<file path="src/rtl/caravel_gpio_wb.sv">
`default_nettype none
// ============================================================================
// Module      : caravel_gpio_wb
// Description : Wishbone-controlled GPIO bank for the user project area.
//               Drives NUM_IO pads (io_out / io_oeb), samples io_in through a
//               two-flop synchroniser, detects per-pin rising / falling edges
//               into a sticky W1C status register and raises a masked,
//               registered level interrupt.
//
// Ports       : wb_clk_i / wb_rst_n_i      clock, async active-low reset
//               wbs_cyc_i .. wbs_dat_i     Wishbone classic slave inputs
//               wbs_dat_o / wbs_ack_o      Wishbone read data / acknowledge
//               io_in                      asynchronous pad inputs
//               io_out / io_oeb            pad output value / output-enable_n
//               irq                        level interrupt
//
// Register map (byte offsets within the 256-byte window):
//               0x00 DATA_IN  RO    0x04 DATA_OUT RW   0x08 OEB     RW
//               0x0C IRQ_MASK RW    0x10 RISE_EN  RW   0x14 FALL_EN RW
//               0x18 IRQ_STATUS W1C 0x1C DEBOUNCE RW (GPIO_DEBOUNCE_EN only)
//
// Build option: define GPIO_DEBOUNCE_EN to add the per-pin 3-sample input
//               filter and the DEBOUNCE prescaler register.
//
// Revision    : 1.0 - initial release
// ============================================================================
module caravel_gpio_wb #(
  parameter int          NUM_IO    = 10,
  parameter logic [31:0] BASE_ADDR = 32'h3000_0000
) (
  input  logic              wb_clk_i,
  input  logic              wb_rst_n_i,
  input  logic              wbs_cyc_i,
  input  logic              wbs_stb_i,
  input  logic              wbs_we_i,
  input  logic [3:0]        wbs_sel_i,
  input  logic [31:0]       wbs_adr_i,
  input  logic [31:0]       wbs_dat_i,
  output logic [31:0]       wbs_dat_o,
  output logic              wbs_ack_o,
  input  logic [NUM_IO-1:0] io_in,
  output logic [NUM_IO-1:0] io_out,
  output logic [NUM_IO-1:0] io_oeb,
  output logic              irq
);

  localparam logic [5:0] c_off_data_in  = 6'h00;
  localparam logic [5:0] c_off_data_out = 6'h01;
  localparam logic [5:0] c_off_oeb      = 6'h02;
  localparam logic [5:0] c_off_mask     = 6'h03;
  localparam logic [5:0] c_off_rise_en  = 6'h04;
  localparam logic [5:0] c_off_fall_en  = 6'h05;
  localparam logic [5:0] c_off_status   = 6'h06;
`ifdef GPIO_DEBOUNCE_EN
  localparam logic [5:0] c_off_debounce = 6'h07;
`endif

  // --------------------------------------------------------------------------
  // Bus decode
  // --------------------------------------------------------------------------
  logic              r_ack;
  logic [31:0]       r_dat;
  logic              w_hit;
  logic              w_acc;
  logic              w_wr;
  logic [5:0]        w_off;
  logic [31:0]       w_bmask;
  logic [NUM_IO-1:0] w_wmask;
  logic [NUM_IO-1:0] w_wdat;
  logic [31:0]       w_rdata;

  assign w_hit   = wbs_cyc_i & wbs_stb_i & (wbs_adr_i[31:8] == BASE_ADDR[31:8]);
  // An access is accepted only while ack is low, so a held strobe yields
  // one ack every other cycle rather than back-to-back acks.
  assign w_acc   = w_hit & ~r_ack;
  assign w_wr    = w_acc & wbs_we_i;
  assign w_off   = wbs_adr_i[7:2];
  assign w_bmask = {{8{wbs_sel_i[3]}}, {8{wbs_sel_i[2]}},
                    {8{wbs_sel_i[1]}}, {8{wbs_sel_i[0]}}};
  assign w_wmask = w_bmask[NUM_IO-1:0];
  assign w_wdat  = wbs_dat_i[NUM_IO-1:0];

  function automatic logic [NUM_IO-1:0] f_merge(
    input logic [NUM_IO-1:0] old_val,
    input logic [NUM_IO-1:0] new_val,
    input logic [NUM_IO-1:0] mask
  );
    return (old_val & ~mask) | (new_val & mask);
  endfunction

  // --------------------------------------------------------------------------
  // Control registers
  // --------------------------------------------------------------------------
  logic [NUM_IO-1:0] r_data_out;
  logic [NUM_IO-1:0] r_oeb;
  logic [NUM_IO-1:0] r_mask;
  logic [NUM_IO-1:0] r_rise_en;
  logic [NUM_IO-1:0] r_fall_en;
  logic [NUM_IO-1:0] r_status;

  always_ff @(posedge wb_clk_i or negedge wb_rst_n_i) begin
    if (!wb_rst_n_i) begin
      r_data_out <= '0;
      r_oeb      <= '1;
      r_mask     <= '0;
      r_rise_en  <= '0;
      r_fall_en  <= '0;
    end else if (w_wr) begin
      case (w_off)
        c_off_data_out: r_data_out <= f_merge(r_data_out, w_wdat, w_wmask);
        c_off_oeb:      r_oeb      <= f_merge(r_oeb,      w_wdat, w_wmask);
        c_off_mask:     r_mask     <= f_merge(r_mask,     w_wdat, w_wmask);
        c_off_rise_en:  r_rise_en  <= f_merge(r_rise_en,  w_wdat, w_wmask);
        c_off_fall_en:  r_fall_en  <= f_merge(r_fall_en,  w_wdat, w_wmask);
        default: ;
      endcase
    end
  end

  // --------------------------------------------------------------------------
  // Input path: synchroniser, optional filter, edge detect
  // --------------------------------------------------------------------------
  logic [NUM_IO-1:0] r_s1;
  logic [NUM_IO-1:0] r_s2;
  logic [NUM_IO-1:0] r_s3;
  logic [NUM_IO-1:0] w_filt;

  always_ff @(posedge wb_clk_i or negedge wb_rst_n_i) begin
    if (!wb_rst_n_i) begin
      r_s1 <= '0;
      r_s2 <= '0;
      r_s3 <= '0;
    end else begin
      r_s1 <= io_in;
      r_s2 <= r_s1;
      r_s3 <= w_filt;
    end
  end

`ifdef GPIO_DEBOUNCE_EN
  logic [15:0]       r_deb;
  logic [15:0]       r_pre;
  logic              w_tick;
  logic [NUM_IO-1:0] r_samp0;
  logic [NUM_IO-1:0] r_samp1;
  logic [NUM_IO-1:0] r_samp2;
  logic [NUM_IO-1:0] r_filt;
  logic              w_deb_wr;

  assign w_deb_wr = w_wr & (w_off == c_off_debounce);
  assign w_tick   = (r_pre == r_deb);

  always_ff @(posedge wb_clk_i or negedge wb_rst_n_i) begin
    if (!wb_rst_n_i) begin
      r_deb <= '0;
      r_pre <= '0;
    end else begin
      if (w_deb_wr) begin
        r_deb <= (r_deb & ~w_bmask[15:0]) | (wbs_dat_i[15:0] & w_bmask[15:0]);
      end
      // A new DEBOUNCE value restarts the sampling period from zero.
      if (w_deb_wr || w_tick) begin
        r_pre <= '0;
      end else begin
        r_pre <= r_pre + 16'd1;
      end
    end
  end

  always_ff @(posedge wb_clk_i or negedge wb_rst_n_i) begin
    if (!wb_rst_n_i) begin
      r_samp0 <= '0;
      r_samp1 <= '0;
      r_samp2 <= '0;
      r_filt  <= '0;
    end else begin
      if (w_tick) begin
        r_samp0 <= r_s2;
        r_samp1 <= r_samp0;
        r_samp2 <= r_samp1;
      end
      // Go high when all three samples are 1, low when all are 0, else hold.
      r_filt <= (r_samp0 & r_samp1 & r_samp2) |
                (r_filt & (r_samp0 | r_samp1 | r_samp2));
    end
  end

  // DEBOUNCE = 0 bypasses the filter so latency matches the unfiltered build.
  assign w_filt = (r_deb == 16'd0) ? r_s2 : r_filt;
`else
  assign w_filt = r_s2;
`endif

  logic [NUM_IO-1:0] w_set;
  logic [NUM_IO-1:0] w_clr;

  assign w_set = (w_filt & ~r_s3 & r_rise_en) | (~w_filt & r_s3 & r_fall_en);
  assign w_clr = (w_wr && (w_off == c_off_status)) ? (w_wdat & w_wmask) : '0;

  // A set arriving on the same edge as a W1C of that bit takes priority.
  always_ff @(posedge wb_clk_i or negedge wb_rst_n_i) begin
    if (!wb_rst_n_i) begin
      r_status <= '0;
    end else begin
      r_status <= (r_status & ~w_clr) | w_set;
    end
  end

  logic r_irq;

  always_ff @(posedge wb_clk_i or negedge wb_rst_n_i) begin
    if (!wb_rst_n_i) begin
      r_irq <= 1'b0;
    end else begin
      r_irq <= |(r_status & r_mask);
    end
  end

  // --------------------------------------------------------------------------
  // Read mux and acknowledge
  // --------------------------------------------------------------------------
  always_comb begin
    w_rdata = '0;
    case (w_off)
      c_off_data_in:  w_rdata[NUM_IO-1:0] = w_filt;
      c_off_data_out: w_rdata[NUM_IO-1:0] = r_data_out;
      c_off_oeb:      w_rdata[NUM_IO-1:0] = r_oeb;
      c_off_mask:     w_rdata[NUM_IO-1:0] = r_mask;
      c_off_rise_en:  w_rdata[NUM_IO-1:0] = r_rise_en;
      c_off_fall_en:  w_rdata[NUM_IO-1:0] = r_fall_en;
      c_off_status:   w_rdata[NUM_IO-1:0] = r_status;
`ifdef GPIO_DEBOUNCE_EN
      c_off_debounce: w_rdata[15:0]       = r_deb;
`endif
      default:        w_rdata = '0;
    endcase
  end

  always_ff @(posedge wb_clk_i or negedge wb_rst_n_i) begin
    if (!wb_rst_n_i) begin
      r_ack <= 1'b0;
      r_dat <= '0;
    end else begin
      r_ack <= w_acc;
      r_dat <= (w_acc && !wbs_we_i) ? w_rdata : 32'd0;
    end
  end

  assign wbs_ack_o = r_ack;
  assign wbs_dat_o = r_dat;
  assign io_out    = r_data_out;
  assign io_oeb    = r_oeb;
  assign irq       = r_irq;

  // Address LSBs and bits above the pad count are don't-care by design.
  logic w_unused;
  assign w_unused = &{1'b0, wbs_adr_i[1:0], wbs_dat_i, w_bmask};

endmodule
`default_nettype wire

</file>
<file path="config.mk">
export PLATFORM = sky130hd
export DESIGN_NAME = caravel_gpio_wb
export DESIGN_NICKNAME = d
export VERILOG_FILES = /design/src/rtl/caravel_gpio_wb.sv
export SDC_FILE = /design/constraint.sdc
export NUM_CORES = 1
export LEC_CHECK = 0
export CAP_MARGIN = 20
export CORE_ASPECT_RATIO = 1.75
export CORE_MARGIN = 10
export CORE_UTILIZATION = 30
export CTS_CLUSTER_DIAMETER = 150
export CTS_CLUSTER_SIZE = 24
export DETAILED_ROUTE_END_ITERATION = 8
export PLACE_DENSITY = 0.64
export SLEW_MARGIN = 30
export SYNTH_ARGS = -nofsm -noshare
export SYNTH_HDL_FRONTEND = slang
export SYNTH_SLANG_ARGS = --single-unit
</file>
<file path="constraint.sdc">
create_clock -name wb_clk_i -period 2.8 [get_ports wb_clk_i]
set_input_delay 0.42 -clock wb_clk_i [delete_from_list [all_inputs] [get_ports wb_clk_i]]
set_output_delay 0.42 -clock wb_clk_i [all_outputs]
set_load 0.05 [all_outputs]
</file>
==> flow_summary_export.csv, run 1 <==
group,metric,value,unit
status,status,"finished, final reports clean",
sta,final.period_utilization,84.7,%
drt,wire_per_inst,19.9,um
synth,avgSynthCellArea,13.5,um^2
sta,rsz0062_at_grt,"false",
sta,slew_headroom,62.9,%
worst_setup_path,crit_arrival,2630,ps
cts,htree_num_levels,3,
worst_setup_path,critPathLaunch,"wbs_adr_i[7]",
floorplan,chipHeight,186,um
layout,drive_gt1_share,27.3,%
placed_design,port_buffers,88,
synth,synth-edff-count,0,
placed_design,gp_congestion,0.890,
synth,ys_async_sr_fraction,100,%
sta,tightest_slew,556,ps
sta,max_freq,422,MHz
worst_setup_path,worstSetupPathType,"in -> reg",
global_route,grt_use_total,12.1,%
synth,yosysSeqAreaShare,54.1,%
drt,vias,3404,
power_and_ir_drop,swShare,24.0,%
floorplan,die-area,0.0214,mm^2
cts,cts_max_path_buffers,2,
cts,hold_buffers,0,
cts,cts_resized,0,
power_and_ir_drop,sequentialPowerShare,51.4,%
synth,synth_cell_types,48,
cts,clk_pin_slew,70,ps
sta,setup_viol,0,
drt,ant_nets,0,
global_route,grt_pass1_wl,20.6,mm
synth,synth_ff_type,"dfrtp_1",
power_and_ir_drop,vdd_ir_drop_max,0.252,mV
power_and_ir_drop,clkPwrFrac,39.1,%
sta,report.final.slew_viol_count,0,
layout,diodes,0,
synth,syn_inst,351,
synth,yosys.area_share.xor_xnor,0,%
floorplan,die_w,115,um
global_route,grt_antenna_before_repair,0,
cts,cts.sinks,102,
floorplan,core_area,0.0155,mm^2
layout,area_growth,31.5,%
cts,post_cts_buffers,0,
worst_setup_path,critPathLaunchType,"input port",
sta,min_period,2370,ps
worst_setup_path,endpoint_kind,"register",
cts,numCtsBuffers,9,
worst_setup_path,reg2reg_slack,790,ps
power_and_ir_drop,p_int,2.23,mW
cts,worstSkewPairLatency,340,ps
drt,first_iter_violations,237,
synth,synth-simple-area-share,14.3,%
drt,wl,13.1,mm
synth,synth_area,0.00474,mm^2
global_route,grt_pass1_vias,3692,
worst_setup_path,crit_required,3060,ps
sta,setup_tns,0,ps
synth,synth_seq_cells,102,
power_and_ir_drop,p_leak,2.58,nW
cts,cts-root-buf,"clkbuf_16",
power_and_ir_drop,combPwrFrac,9.6,%
drt,firstDrtPassIters,5,
floorplan,fp-row-count,60,
worst_hold_path,hold_path_class,"in -> async",
drt,drc,0,
synth,synthMuxAreaShare,16.2,%
sta,hold_violations,0,
synth,synth_compound_area_share,10.5,%
global_route,grt_max_degree,47,
layout,post-route-util,40.3,%
synth,yosysWarningCount,0,
worst_setup_path,critPathMaxFanout,10,
sta,skew,9.52,ps
layout,nFillCells,1487,
drt,vias_per_cell,5.17,
global_route,overflow,0,
layout,final_nets,551,
synth,synthAdderAreaFrac,0,%
worst_setup_path,rr_worst_depth,5,
synth,synth_top_family_by_area,"multiplexers",
job,drv_cap,0,
floorplan,ios,137,
power_and_ir_drop,p_sw,707,uW
cts,cts_tree,"yes",
floorplan,start_util,30.7,%
worst_setup_path,r2r-start,"wbs_ack_o",
placed_design,dp_hpwl,10.3,mm
power_and_ir_drop,powerDensity,471,mW/mm^2
-- synth_stat cells (all sizes together) (3+ instances only) --
library cell | n | area, um^2
nor2 | 3 | 11.3
mux4 | 3 | 67.6
a32o | 3 | 30.0
dfrtp | 92 | 2300
nor2b | 3 | 18.8
a22o | 4 | 35.0
buf | 26 | 198
a22oi | 17 | 128
and3 | 3 | 18.8
mux2i | 5 | 50.1
o211ai | 10 | 75.1
o22ai | 3 | 18.8
nand4 | 3 | 33.8
nand2 | 20 | 75.1
nand3b | 12 | 90.1
dfstp | 10 | 263
nand3 | 11 | 67.6
clkbuf | 9 | 33.8
nor4 | 16 | 250
o31ai | 8 | 60.1
and2 | 7 | 43.8
a21boi | 4 | 30.0
o21a | 3 | 22.5
mux2 | 55 | 649
-- area by class of cell --
| type | count | area [um^2] | area share (%) |
|---|---|---|---|
| multi-input cells | 235 | 2030 | 32.5 |
| flip-flops and latches | 102 | 2560 | 41.1 |
| clock inverters | 3 | 20.0 | 0.321 |
| repair buffers | 120 | 1140 | 18.3 |
| clock buffers | 13 | 250 | 4.01 |
| well taps | 186 | 233 | 3.73 |
-- power by group through the flow --
stage	Combinational, mW	Sequential, mW	Clock [mW]
3_3_place_gp	0.279	1.54	0
6_report	0.281	1.51	1.15
3_5_place_dp	0.282	1.54	0
2_1_floorplan	0.144	1.53	0
5_1_grt	0.300	1.51	1.24
4_1_cts	0.283	1.51	1.17
-- layer usage --
metal | vias to the layer above | GRT usage [%] | part of all wire, %
li1 | 1530 | - | -
met1 | 1717 | 13.0 | 37
met2 | 135 | 21.5 | 53
met4 | 0 | 5.02 | 2.7
met5 | - | 0 | 0
met3 | 22 | 3.05 | 7.4
-- through the flow --
stage	instances	worst slack [ps]	power [mW]	hold WS, ps	instance area (um^2)
3_3_place_gp	643	95.7	1.81	334	5970
4_1_cts	659	433	2.97	73.8	6240
3_5_place_dp	643	73.7	1.82	336	5970
5_1_grt	659	339	3.05	97.3	6240
6_report	659	429	2.94	60.3	6240
2_1_floorplan	372	533	1.68	124	4820
-- logic make-up (layout without fill, tap and decap cells) --
| group | after synthesis | in the layout |
|---|---|---|
| and+or+nand+nor | 86 | 86 |
| AOI/OAI and AO/OA | 64 | 64 |
| other | 1 | 22 |
| buffers and inverters | 35 | 136 |
| DFF | 102 | 102 |
| muxes | 63 | 63 |
-- cell usage in the layout, fill, tap and decap left out, drive strengths merged, types with 3 or more instances in the layout --
cell | netlist | routed
dfrtp | 92 | 92
clkdlybuf4s50 | 0 | 87
mux2 | 55 | 55
buf | 26 | 33
conb | 1 | 22
nand2 | 20 | 20
a22oi | 17 | 17
nor4 | 16 | 16
clkbuf | 9 | 13
nand3b | 12 | 12
nand3 | 11 | 11
o211ai | 10 | 10
dfstp | 10 | 10
o31ai | 8 | 8
and2 | 7 | 7
mux2i | 5 | 5
a22o | 4 | 4
a21boi | 4 | 4
nor2b | 3 | 3
nor2 | 3 | 3
o22ai | 3 | 3
a32o | 3 | 3
o21a | 3 | 3
mux4 | 3 | 3
and3 | 3 | 3
nand4 | 3 | 3
-- path summary, 6_finish.rpt --
path,end
setup / recovery,register
min in group wb_clk_i,r_s2[9]
hold / removal,r_s1[3]
hold reg to reg,r_s2[9]
setup reg to reg,register
max in group asynchronous,async pin
-- critical path: stages --
cell and delay (ps):
clkdlybuf4s50_1 520, nor4_1 420, buf_4 260, nand2_1 130
nor4_4 320, buf_4 210, mux2_2 340
Note: power is estimated with default switching activity, not from simulation.
==> run 2: changes to the inputs <==
clock period = 2.3 ns   (was 2.8 ns; I/O delays follow)
==> flow_summary_export.csv, run 2 (synthesis results as in run 1) <==
group,metric,value,unit
floorplan,core_area,0.0155,mm^2
power_and_ir_drop,powerDensity,587,mW/mm^2
global_route,overflow,0,
job,drv_cap,0,
floorplan,die-area,0.0214,mm^2
placed_design,dp_hpwl,10.4,mm
power_and_ir_drop,clkPwrFrac,42.2,%
layout,post-route-util,41.7,%
placed_design,gp_congestion,0.923,
drt,wire_per_inst,19.3,um
global_route,grt_pass1_vias,3733,
sta,fin_ws,137,ps
worst_hold_path,hold_path_class,"in -> async",
drt,ant_nets,0,
cts,cts-root-buf,"clkbuf_16",
power_and_ir_drop,sequentialPowerShare,48.5,%
drt,vias,3421,
layout,diodes,0,
sta,hold_violations,0,
layout,area_growth,36.1,%
sta,holdWs,44.3,ps
layout,final_nets,572,
global_route,grt_antenna_before_repair,0,
worst_setup_path,rr_worst_depth,6,
cts,numCtsBuffers,9,
drt,firstDrtPassIters,4,
sta,slew_headroom,64.0,%
floorplan,ios,137,
power_and_ir_drop,combPwrFrac,9.3,%
worst_setup_path,worstSetupPathType,"in -> reg",
power_and_ir_drop,swShare,22.2,%
layout,final_cell_mix,"dfrtp_1 (92), clkdlybuf4s50_1 (87), buf_4 (51)",
worst_setup_path,endpoint_kind,"register",
cts,cts_tree,"yes",
sta,max_freq,462,MHz
cts,worstSkewPairLatency,340,ps
cts,htree_num_levels,3,
cts,cts_resized,0,
placed_design,port_buffers,88,
power_and_ir_drop,p_leak,2.72,nW
floorplan,start_util,30.7,%
drt,drc,0,
sta,min_period,2160,ps
worst_setup_path,reg2reg_slack,400,ps
cts,hold_buffers,0,
layout,final_common_cell,"dfrtp_1",
power_and_ir_drop,p_sw,843,uW
worst_setup_path,critPathLaunchType,"input port",
worst_setup_path,critPathMaxFanout,6,
status,status,"finished, final reports clean",
floorplan,die_w,115,um
drt,first_iter_violations,212,
sta,report.final.slew_viol_count,0,
placed_design,place_ws,-187,ps
worst_setup_path,crit_required,2520,ps
cts,clk_pin_slew,70,ps
sta,setup_viol,0,
global_route,grt_use_total,12.2,%
cts,cts_max_path_buffers,2,
power_and_ir_drop,p_int,2.95,mW
drt,vias_per_cell,5.03,
cts,cts.sinks,102,
layout,drive_gt1_share,30.4,%
global_route,grt_max_degree,103,
sta,skew,6.59,ps
floorplan,fp-row-count,60,
drt,wl,13.1,mm
sta,tightest_slew,539,ps
worst_setup_path,crit_arrival,2390,ps
sta,rsz0062_at_grt,"false",
sta,final.period_utilization,94.1,%
global_route,grt_pass1_wl,20.5,mm
floorplan,chipHeight,186,um
cts,post_cts_buffers,0,
worst_setup_path,critPathLaunch,"wbs_adr_i[7]",
worst_setup_path,r2r-start,"wbs_ack_o",
power_and_ir_drop,vdd_ir_drop_max,0.286,mV
==> run 2: worst min path at each step <==
stage / start / to / slack (ps) / depth (start not counted)
floorplan: wb_rst_n_i / async pin / 50 / 0
finish: wb_rst_n_i / async pin / 40 / 2
CTS: wb_rst_n_i / async pin / 80 / 2
detailed placement: r_s1[8] / r_s2[8] / 340 / 0
global placement: r_s1[8] / r_s2[8] / 330 / 0
global route: wb_rst_n_i / async pin / 90 / 2
==> run 2: cell type report <==
class                      instances  area (um^2)
clock buffer                      13          250
clock inverter                     3         68.8
fill                            1464         9010
multi-input combinational        235         2030
sequential                       102         2560
tap                              186          233
timing repair buffer             141         1310
==> run 2: routing by layer <==
layer | track usage, % | vias up | wire length [um]
met5 | 0 | - | 0
met4 | 5.40 | 0 | 439
met3 | 3.59 | 24 | 989
met2 | 21.2 | 135 | 6860
met1 | 13.0 | 1700 | 4850
li1 | - | 1562 | -
==> run 2: critical path: stages <==
cell and delay, ps:
clkdlybuf4s50_1 540, nor4b_2 350, buf_4 200, nand2_1 110
nor4_4 260, buf_4 220, mux2_2 340
==> run 2: power by group through the flow <==
stage	clock network (mW)	logic (mW)	registers, mW
2_1_floorplan	0	0.175	1.87
3_3_place_gp	0	0.349	1.87
3_5_place_dp	0	0.352	1.87
4_1_cts	1.65	0.352	1.84
5_1_grt	1.72	0.375	1.84
6_report	1.60	0.351	1.84
==> run 2: through the flow <==
step	instances	area [um^2]	power, mW	setup TNS, ps
2_1_floorplan	372	4820	2.04	0
3_3_place_gp	664	6140	2.22	-6230
3_5_place_dp	664	6140	2.22	-6460
4_1_cts	680	6460	3.84	0
5_1_grt	680	6460	3.93	0
6_report	680	6460	3.79	0
